--- src/rtl/mem_wb_stage.sv ---
// MEM/WB pipeline register: latches the MEM result bundle, extracts and extends load data,
// and drives the register-file write port. Define WB_RETIRE_CNT_EN to add the retire counter.
module mem_wb_stage #(
  parameter int XLEN       = 32,
  parameter int REG_ADDR_W = 5,
  parameter int CNT_W      = 32
) (
  input  logic                  Clock,
  input  logic                  Reset_n,
  input  logic                  ClockEnable,
  input  logic                  Flush,
  input  logic                  mem_valid,
  input  logic                  mem_reg_we,
  input  logic [REG_ADDR_W-1:0] mem_rd,
  input  logic [1:0]            mem_wb_sel,
  input  logic [2:0]            mem_ld_funct,
  input  logic [1:0]            mem_addr_lo,
  input  logic [XLEN-1:0]       mem_alu,
  input  logic [XLEN-1:0]       mem_rdata,
  input  logic [XLEN-1:0]       mem_lui_imm,
  input  logic [XLEN-1:0]       mem_pc4,
  output logic                  wb_valid,
  output logic                  rf_we,
  output logic [REG_ADDR_W-1:0] rf_waddr,
  output logic [XLEN-1:0]       rf_wdata,
  output logic                  misalign_err
`ifdef WB_RETIRE_CNT_EN
  ,
  output logic [CNT_W-1:0]      retire_cnt
`endif
);

  typedef enum logic [1:0] {
    WB_ALU  = 2'b00,
    WB_LOAD = 2'b01,
    WB_LUI  = 2'b10,
    WB_PC4  = 2'b11
  } wb_sel_e;

  localparam logic [2:0] F_LB  = 3'b000;
  localparam logic [2:0] F_LH  = 3'b001;
  localparam logic [2:0] F_LBU = 3'b100;
  localparam logic [2:0] F_LHU = 3'b101;

  logic                  valid_q;
  logic                  reg_we_q;
  logic [REG_ADDR_W-1:0] rd_q;
  wb_sel_e               wb_sel_q;
  logic [2:0]            ld_funct_q;
  logic [1:0]            addr_lo_q;
  logic [XLEN-1:0]       alu_q;
  logic [XLEN-1:0]       rdata_q;
  logic [XLEN-1:0]       lui_imm_q;
  logic [XLEN-1:0]       pc4_q;

  // Flush only kills the valid bit; the payload is simply held so a flush never
  // disturbs forwarding data that the hazard unit may still be comparing against.
  always_ff @(posedge Clock or negedge Reset_n) begin
    if (!Reset_n) begin
      // NOTE: sequential state uses non-blocking assignments so every register samples
      // pre-edge values regardless of statement order.
      valid_q <= 1'b0;
    end else if (Flush) begin
      valid_q <= 1'b0;
    end else if (ClockEnable) begin
      valid_q <= mem_valid;
    end
  end

  always_ff @(posedge Clock or negedge Reset_n) begin
    if (!Reset_n) begin
      reg_we_q   <= 1'b0;
      rd_q       <= '0;
      wb_sel_q   <= WB_ALU;
      ld_funct_q <= '0;
      addr_lo_q  <= '0;
      alu_q      <= '0;
      rdata_q    <= '0;
      lui_imm_q  <= '0;
      pc4_q      <= '0;
    end else if (ClockEnable && !Flush) begin
      reg_we_q   <= mem_reg_we;
      rd_q       <= mem_rd;
      wb_sel_q   <= wb_sel_e'(mem_wb_sel);
      ld_funct_q <= mem_ld_funct;
      addr_lo_q  <= mem_addr_lo;
      alu_q      <= mem_alu;
      rdata_q    <= mem_rdata;
      lui_imm_q  <= mem_lui_imm;
      pc4_q      <= mem_pc4;
    end
  end

  logic [7:0]      byte_lane;
  logic [15:0]     half_lane;
  logic            is_byte;
  logic            is_half;
  logic [XLEN-1:0] load_data;

  assign byte_lane = byte_lane_of(rdata_q, addr_lo_q);
  assign half_lane = addr_lo_q[1] ? rdata_q[31:16] : rdata_q[15:0];
  assign is_byte   = (ld_funct_q == F_LB) || (ld_funct_q == F_LBU);
  assign is_half   = (ld_funct_q == F_LH) || (ld_funct_q == F_LHU);

  function automatic logic [7:0] byte_lane_of(input logic [XLEN-1:0] w, input logic [1:0] lane);
    logic [7:0] b;
    case (lane)
      2'd0:    b = w[7:0];
      2'd1:    b = w[15:8];
      2'd2:    b = w[23:16];
      default: b = w[31:24];
    endcase
    return b;
  endfunction

  // Reserved funct3 encodings fall into the default arm and load the full word.
  always_comb begin
    // NOTE: every always_comb output gets a default first so no path can infer a latch.
    load_data = rdata_q;
    case (ld_funct_q)
      F_LB:    load_data = {{(XLEN-8){byte_lane[7]}}, byte_lane};
      F_LBU:   load_data = {{(XLEN-8){1'b0}}, byte_lane};
      F_LH:    load_data = {{(XLEN-16){half_lane[15]}}, half_lane};
      F_LHU:   load_data = {{(XLEN-16){1'b0}}, half_lane};
      default: load_data = rdata_q;
    endcase
  end

  always_comb begin
    rf_wdata = alu_q;
    case (wb_sel_q)
      WB_ALU:  rf_wdata = alu_q;
      WB_LOAD: rf_wdata = load_data;
      WB_LUI:  rf_wdata = lui_imm_q;
      WB_PC4:  rf_wdata = pc4_q;
      default: rf_wdata = alu_q;
    endcase
  end

  // Byte loads can never be misaligned; every non-byte, non-half encoding is a word load.
  assign misalign_err = valid_q && (wb_sel_q == WB_LOAD) &&
                        ((is_half && addr_lo_q[0]) ||
                         (!is_half && !is_byte && (addr_lo_q != 2'b00)));

  assign wb_valid = valid_q;
  assign rf_waddr = rd_q;
  assign rf_we    = valid_q && reg_we_q && (rd_q != '0) && !misalign_err;

`ifdef WB_RETIRE_CNT_EN
  // Counts the instruction leaving WB on each advance; stalls and bubbles do not count.
  always_ff @(posedge Clock or negedge Reset_n) begin
    if (!Reset_n) begin
      retire_cnt <= '0;
    end else if (ClockEnable && valid_q) begin
      retire_cnt <= retire_cnt + CNT_W'(1);
    end
  end
`endif

endmodule
--- config.mk ---
export PLATFORM = sky130hd
export DESIGN_NAME = mem_wb_stage
export DESIGN_NICKNAME = d
export VERILOG_FILES = /design/src/rtl/mem_wb_stage.sv
export SDC_FILE = /design/constraint.sdc
export NUM_CORES = 1
export LEC_CHECK = 0
export CORE_UTILIZATION = 44
export CTS_CLUSTER_DIAMETER = 120
export DETAILED_ROUTE_END_ITERATION = 10
export GPL_ROUTABILITY_DRIVEN = 1
export GPL_TIMING_DRIVEN = 1
export PLACE_DENSITY = 0.77
export SETUP_SLACK_MARGIN = 0.02
export SLEW_MARGIN = 0
export SYNTH_ARGS = -nofsm -noshare
export SYNTH_HDL_FRONTEND = slang
export SYNTH_SLANG_ARGS = --single-unit
--- constraint.sdc ---
create_clock -name Clock -period 1.7 [get_ports Clock]
set_input_delay 0.425 -clock Clock [delete_from_list [all_inputs] [get_ports Clock]]
set_output_delay 0.425 -clock Clock [all_outputs]
set_load 0.1 [all_outputs]
==> flow_summary_export.csv, run 1 <==
group,metric,value,unit
pwr,p_leak,4.63,nW
route,drtIter0Drc,238,
synth,yosysWarningCount,0,
synth,synthesis.area,6910,um^2
pwr,ir_drop,0.958,mV
route,first_pass_iters,4,
final_layout,antenna_cells_inserted,0,
synth,ys_async_sr_fraction,100,%
placed_design,placement.io_buffers,185,
timing,setup_ws,-0.857,ns
global_route,grt_pass1_wl,32700,um
status,run_status,"finished with violations",
synth,synth_edf_count,0,
route,vias_per_cell,5.28,
worst_hold_path,hp-class,"in2async",
worst_setup_path,path_cells,"buf_4 > mux4_2 > a21o_4 > o2111ai_4 > a21oi_4 > buf_12",
placed_design,dp_hpwl,15700,um
final_layout,final_cell_count_no_fill,1064,
synth,synth_top_family_by_area,"multiplexers",
timing,worst_slew_pin_slew,0.423,ns
worst_setup_path,worstSetupPathType,"reg2out",
synth,synth_compound_area_share,11.4,%
timing,max_slew_margin,71.7,%
timing,fin_skew,0,ns
synth,synthTopCellsByCount,"dfrtp_1 (142), mux2_2 (135), a21oi_1 (42)",
floorplanning,chipHeight,127,um
synth,synthMuxAreaShare,24.9,%
global_route,grt_max_degree,42,
timing,fmax,391,MHz
global_route,overflow,0,
final_layout,fillCellCount,1019,
worst_setup_path,worstPathArrival,2.13,ns
synth,synth-xor-area-share,0,%
cts,htreeDepth,4,
synth,synthCells,582,
global_route,grt.met1_usage,34.1,%
cts,clockRootBuffer,"clkbuf_16",
worst_setup_path,worst-path-max-fanout,7,
timing,fin_tns_setup,-26.30,ns
timing,hold_viol_final,0,
route,wl,20900,um
route,wl_per_cell,19.7,um
floorplanning,coreArea,15300,um^2
synth,synthFlopType,"dfrtp_1",
floorplanning,die-area,16200,um^2
final_layout,drive_above_1_share,47.4,%
global_route,met3_usage,6.32,%
cts,insertion_delay,0.43,ns
synth,synth_area_leaders,"dfrtp_1 (51%), mux2_2 (22%), a21oi_1 (3.0%), mux2i_1 (2.0%), nor2b_1 (2.0%)",
floorplanning,io_pins,186,
route,drcViolationCount,0,
synth,ys_seq_area_share,51.4,%
synth,synth.most_common_cell,"dfrtp_1",
pwr,p_total,14.5,mW
cts,clkSinkCount,142,
worst_setup_path,critPathCaptureType,"output pin",
worst_setup_path,worst_ep_required_time,1.27,ns
global_route,grt.busiest_layer,"met2",
worst_setup_path,cp_top_family,"compound AO/OA/AOI/OAI gates",
floorplanning,die_width,127,um
run,drv_cap,0,
worst_setup_path,critPathLaunchType,"flip-flop",
global_route,grtUsageMet2,45.7,%
pwr,power.density,1290,nW/um^2
synth,syn-mean-instance-area,11.9,um^2
synth,yosys.area.top_type,"dfrtp_1",
cts,cts_made_buffers,17,
timing,rsz0062_at_grt,"yes",
global_route,grtUsageTotal,27.0,%
placed_design,placed_cells,1019,
final_layout,syn_to_final_growth,63.4,%
synth,synth.distinct_cells,40,
cts,clock_tree.buffer_depth,2,
timing,setup_viol,34,
worst_setup_path,slowest_stage,"dfrtp_2",
timing,min_period_over_period,150,%
cts,cts_tree,"built",
timing,min_period,2.56,ns
global_route,antenna_found_initial,0,
synth,synth_fp_nets,728,
synth,ys_ff_latch,142,
synth,synth.top_cell.area_share,51.4,%
worst_setup_path,r2r-start,"wb_sel_q[0]$_DFFE_PN0P_",
route,vias,5615,
floorplanning,rows,45,
worst_setup_path,path_buf_inv,2,
route,antenna_left,0,
worst_setup_path,critPathLaunch,"addr_lo_q[0]$_DFFE_PN0P_",
placed_design,gp_congestion,0.864,
status,violations,"negative setup slack",
synth,synth_fa_ha_area_share,0,%
global_route,grt_pass1_vias,6006,
final_layout,nets,986,
timing,drv_slew,0,
worst_setup_path,max_stage_delay,0.46,ns
synth,synthSimpleGateAreaFrac,8.59,%
cts,clk_pin_slew_worst_paths,0.06,ns
floorplanning,start_util,45.3,%
## power breakdown
group | internal (mW) | switching (mW)
registers | 3.89 | 0.388
clock network | 2.31 | 1.52
logic | 2.85 | 3.57
## state kept, by name (all words and copies together) (netlist names)
name	flops
wb_valid	1
lui_imm_q	32
reg_we_q	1
wb_sel_q	2
ld_funct_q	3
addr_lo_q	2
alu_q	32
pc4_q	32
rf_waddr	5
rdata_q	32
## metrics by stage
step                      cell area [um^2]  utilization [%]  worst slack (ns)  hold slack [ns]
after floorplan                       7360                -            -0.437            0.129
after global placement               10400             68.0            -0.427            0.343
after detailed placement             10400             68.0            -0.459            0.348
after CTS                            11200             73.3            -0.865            0.464
after global routing                 11300             74.0            -0.892            0.469
final                                11300             74.0            -0.857            0.451
## final cells by class
cell class              instances  area, um^2  area share (%)
well taps                     211         264            2.34
inverters                       7        26.3           0.233
flip-flops and latches        142        3570            31.6
multi-input cells             389        3650            32.3
clock buffers                  20         467            4.13
clock inverters                12         148            1.31
repair buffers                283        3160            28.0
## cells by family after synthesis
logic type | after synthesis
multiplexers | 152
flip-flops | 142
AO/OA/AOI/OAI | 123
AND/OR/NAND/NOR | 114
buffers and inverters | 51
## worst register-to-register path: cells and delay by family, from the launching register on
kind / cells / cell delay, ns
DFF: 1 / 0.43
muxes: 1 / 0.27
buffers and inverters: 2 / 0.34
## cell usage in the layout, fill, tap and decap left out, types with 3 or more instances in the layout
cell type	n
a21oi_2	4
a21oi_4	15
nand2_1	29
buf_6	10
a211oi_2	6
o2111ai_2	3
clkbuf_8	3
inv_6	4
a22oi_1	14
o21ai_0	15
dfrtp_2	11
nor3b_1	8
clkbuf_16	17
o221ai_2	7
a211oi_1	9
nor2_1	21
inv_1	7
mux2i_1	14
o2111ai_4	3
nor2b_1	17
a21oi_1	24
or2_4	17
mux2_2	135
clkinv_4	3
o21ai_1	10
dfrtp_1	130
nand2b_4	3
buf_4	77
nor2b_4	5
buf_12	51
clkdlybuf4s50_1	144
## final timing paths
kind	to	slack, ns	cells past startpoint
worst max-delay path	rf_wdata[9]	-0.86	6
worst min-delay path	pc4_q[2]$_DFFE_PN0P_	0.45	2
worst max register to register	wb_sel_q[0]$_DFFE_PN0P_	0.55	3
worst min register to register	alu_q[31]$_DFFE_PN0P_	0.50	1
max in group asynchronous	ld_funct_q[0]$_DFFE_PN0P_	0.69	3
min in group Clock	alu_q[31]$_DFFE_PN0P_	0.50	1
## metal layers
| metal | share of wire, % | wire, um | vias to the layer above |
|---|---|---|---|
| li1 | - | - | 2611 |
| met2 | 50 | 10600 | 156 |
| met3 | 4.5 | 937 | 32 |
| met4 | 2.6 | 535 | 0 |
| met1 | 43 | 8920 | 2816 |
| met5 | 0 | 0 | - |
## repair_timing
action,4_1_cts,5_1_grt
resized for setup,30,15
endpoints found under the setup margin,34,34
pin swaps,9,10
buffers inserted,7,5
endpoints found under the hold margin,30,0
hold buffers,1,0
cloned,0,0
Power figures use the tool's default switching activity.
==> inputs of run 2 (changes only) <==
CORE_MARGIN = 3   (was not set)
CTS_CLUSTER_DIAMETER = 60   (was 120)
==> flow_summary_export.csv, run 2 (synthesis gave the netlist of run 1 again) <==
group,metric,value,unit
status,run_status,"finished with violations",
status,violations,"negative setup slack",
placed_design,dp_hpwl,16100,um
final_layout,fillCellCount,972,
timing,max_slew_margin,71.0,%
final_layout,final_cell_count_no_fill,1062,
worst_setup_path,worst_ep_required_time,1.27,ns
cts,clock_tree.buffer_depth,2,
pwr,power.density,1290,nW/um^2
placed_design,placed_cells,1007,
final_layout,final_cell_mix,"clkdlybuf4s50_1 (144), mux2_2 (135), dfrtp_1 (130), buf_4 (63), buf_12 (57)",
placed_design,gp_congestion,0.881,
timing,worst_slew_pin_slew,0.431,ns
timing,fmax,393,MHz
floorplanning,chipHeight,131,um
global_route,grt_pass1_wl,34200,um
worst_setup_path,rr_worst_depth,3,
floorplanning,die_width,131,um
run,drv_cap,0,
final_layout,nets,984,
cts,clockRootBuffer,"clkbuf_16",
worst_setup_path,max_stage_delay,0.53,ns
route,vias_per_cell,5.32,
final_layout,antenna_cells_inserted,0,
route,vias,5655,
final_layout,finish.utilization,75.0,%
final_layout,drive_above_1_share,47.9,%
route,drcViolationCount,0,
placed_design,placed_area,10300,um^2
global_route,antenna_found_initial,0,
timing,hold_viol_final,0,
floorplanning,io_pins,186,
worst_hold_path,hp-class,"in2async",
floorplanning,rows,45,
pwr,net-switching-power,5.55,mW
floorplanning,start_util,45.3,%
worst_setup_path,worstSetupPathType,"reg2out",
worst_setup_path,r2r-start,"wb_sel_q[1]$_DFFE_PN0P_",
timing,drv_slew,0,
pwr,seq_power_share,29.0,%
placed_design,placement.io_buffers,185,
timing,setup_viol,34,
cts,cts_tree,"built",
route,antenna_left,0,
pwr,p_clk_share,26.6,%
worst_setup_path,critPathLaunch,"rdata_q[7]$_DFFE_PN0P_",
floorplanning,coreArea,15300,um^2
worst_setup_path,critPathCaptureType,"output pin",
route,wl,21700,um
timing,rsz0062_at_grt,"yes",
worst_setup_path,reg2reg_slack,0.52,ns
timing,holdWs,0.469,ns
cts,insertion_delay,0.42,ns
cts,clkSinkCount,142,
global_route,overflow,0,
worst_setup_path,worstPathArrival,2.12,ns
route,first_pass_iters,4,
pwr,ir_drop,0.833,mV
pwr,p_sw_share,37.7,%
global_route,grtUsageTotal,25.4,%
pwr,pwr-share-comb,44.4,%
timing,setup_ws,-0.846,ns
cts,cts_made_buffers,17,
worst_setup_path,worst-path-max-fanout,6,
cts,htreeDepth,4,
route,wl_per_cell,20.4,um
worst_setup_path,path_cells,"mux4_2 > a21o_4 > o2111ai_4 > a21oi_4 > buf_12",
timing,min_period_over_period,150,%
timing,min_period,2.55,ns
route,drtIter0Drc,219,
global_route,grt_pass1_vias,6127,
worst_setup_path,path_buf_inv,1,
final_layout,syn_to_final_growth,65.7,%
worst_setup_path,reg2reg_to,"wb_sel_q[1]$_DFFE_PN0P_",
floorplanning,die-area,17200,um^2
cts,clk_pin_slew_worst_paths,0.06,ns
pwr,p_int,9.18,mW
worst_setup_path,slowest_stage,"mux4_2",
pwr,p_leak,4.65,nW
final_layout,fin_area,11400,um^2
worst_setup_path,critPathLaunchType,"flip-flop",
global_route,grt_max_degree,49,
worst_setup_path,critical_path_depth,5,
timing,fin_skew,0,ns
worst_setup_path,cp_top_family,"compound AO/OA/AOI/OAI gates",
final_layout,final_common_cell,"clkdlybuf4s50_1",
[run 2: cell types whose count changed in the layout (fill, tap and decap cells not counted), sizes merged]
cell,before,now
bufinv,2,3
clkinvlp,2,3
clkbuf,20,18
buf,138,136
[run 2: final cells by class]
cell class	count	area, um^2	share of cell area, %
Clock buffer	18	439	3.84
Inverter	7	26.3	0.230
Sequential cell	142	3570	31.2
Timing Repair Buffer	281	3250	28.4
Multi-Input combinational cell	389	3720	32.5
Clock inverter	14	179	1.56
Tap cell	211	264	2.31
[run 2: repair_timing]
item,in CTS,in global routing
gates cloned,1,0
hold buffers,1,0
gates resized for setup,57,12
setup buffers,12,9
endpoints found under the setup margin,34,34
hold endpoints to repair,26,0
pin swaps,16,11
[run 2: worst max path at each step]
stage,to,slack [ns]
2_1_floorplan,rf_wdata[12],-0.44
3_3_place_gp,rf_wdata[12],-0.51
3_5_place_dp,rf_wdata[3],-0.49
4_1_cts,rf_wdata[14],-0.85
5_1_grt,rf_wdata[13],-0.89
6_report,rf_wdata[13],-0.85
[run 2: worst register-to-register path, delay by kind of cell, from the launching register on]
family,cells,cell delay (ns)
flip-flops,1,0.42
buffers and inverters,2,0.35
multiplexers,1,0.29
[run 2: power groups by stage]
stage / registers (mW) / logic [mW] / clock network [mW]
after floorplan: 4.30 / 3.74 / 0
after global placement: 4.28 / 6.06 / 0
after detailed placement: 4.30 / 6.15 / 0
after CTS: 4.26 / 6.44 / 3.96
after global routing: 4.33 / 6.80 / 4.11
final: 4.28 / 6.53 / 3.92
[run 2: through the flow]
stage	setup TNS (ns)	total power, mW	setup WS (ns)
final	-25.90	14.7	-0.846
after global routing	-27.69	15.2	-0.887
after CTS	-26.38	14.7	-0.853
after detailed placement	-46.27	10.5	-0.487
after global placement	-40.98	10.3	-0.507
after floorplan	-11.79	8.03	-0.437
[run 2: metal layers]
layer	wire [um]	track usage, %	up-vias
li1	-	-	2620
met1	9140	32.8	2859
met3	1080	5.51	34
met4	638	9.80	0
met5	0	0	-
met2	10800	42.0	142
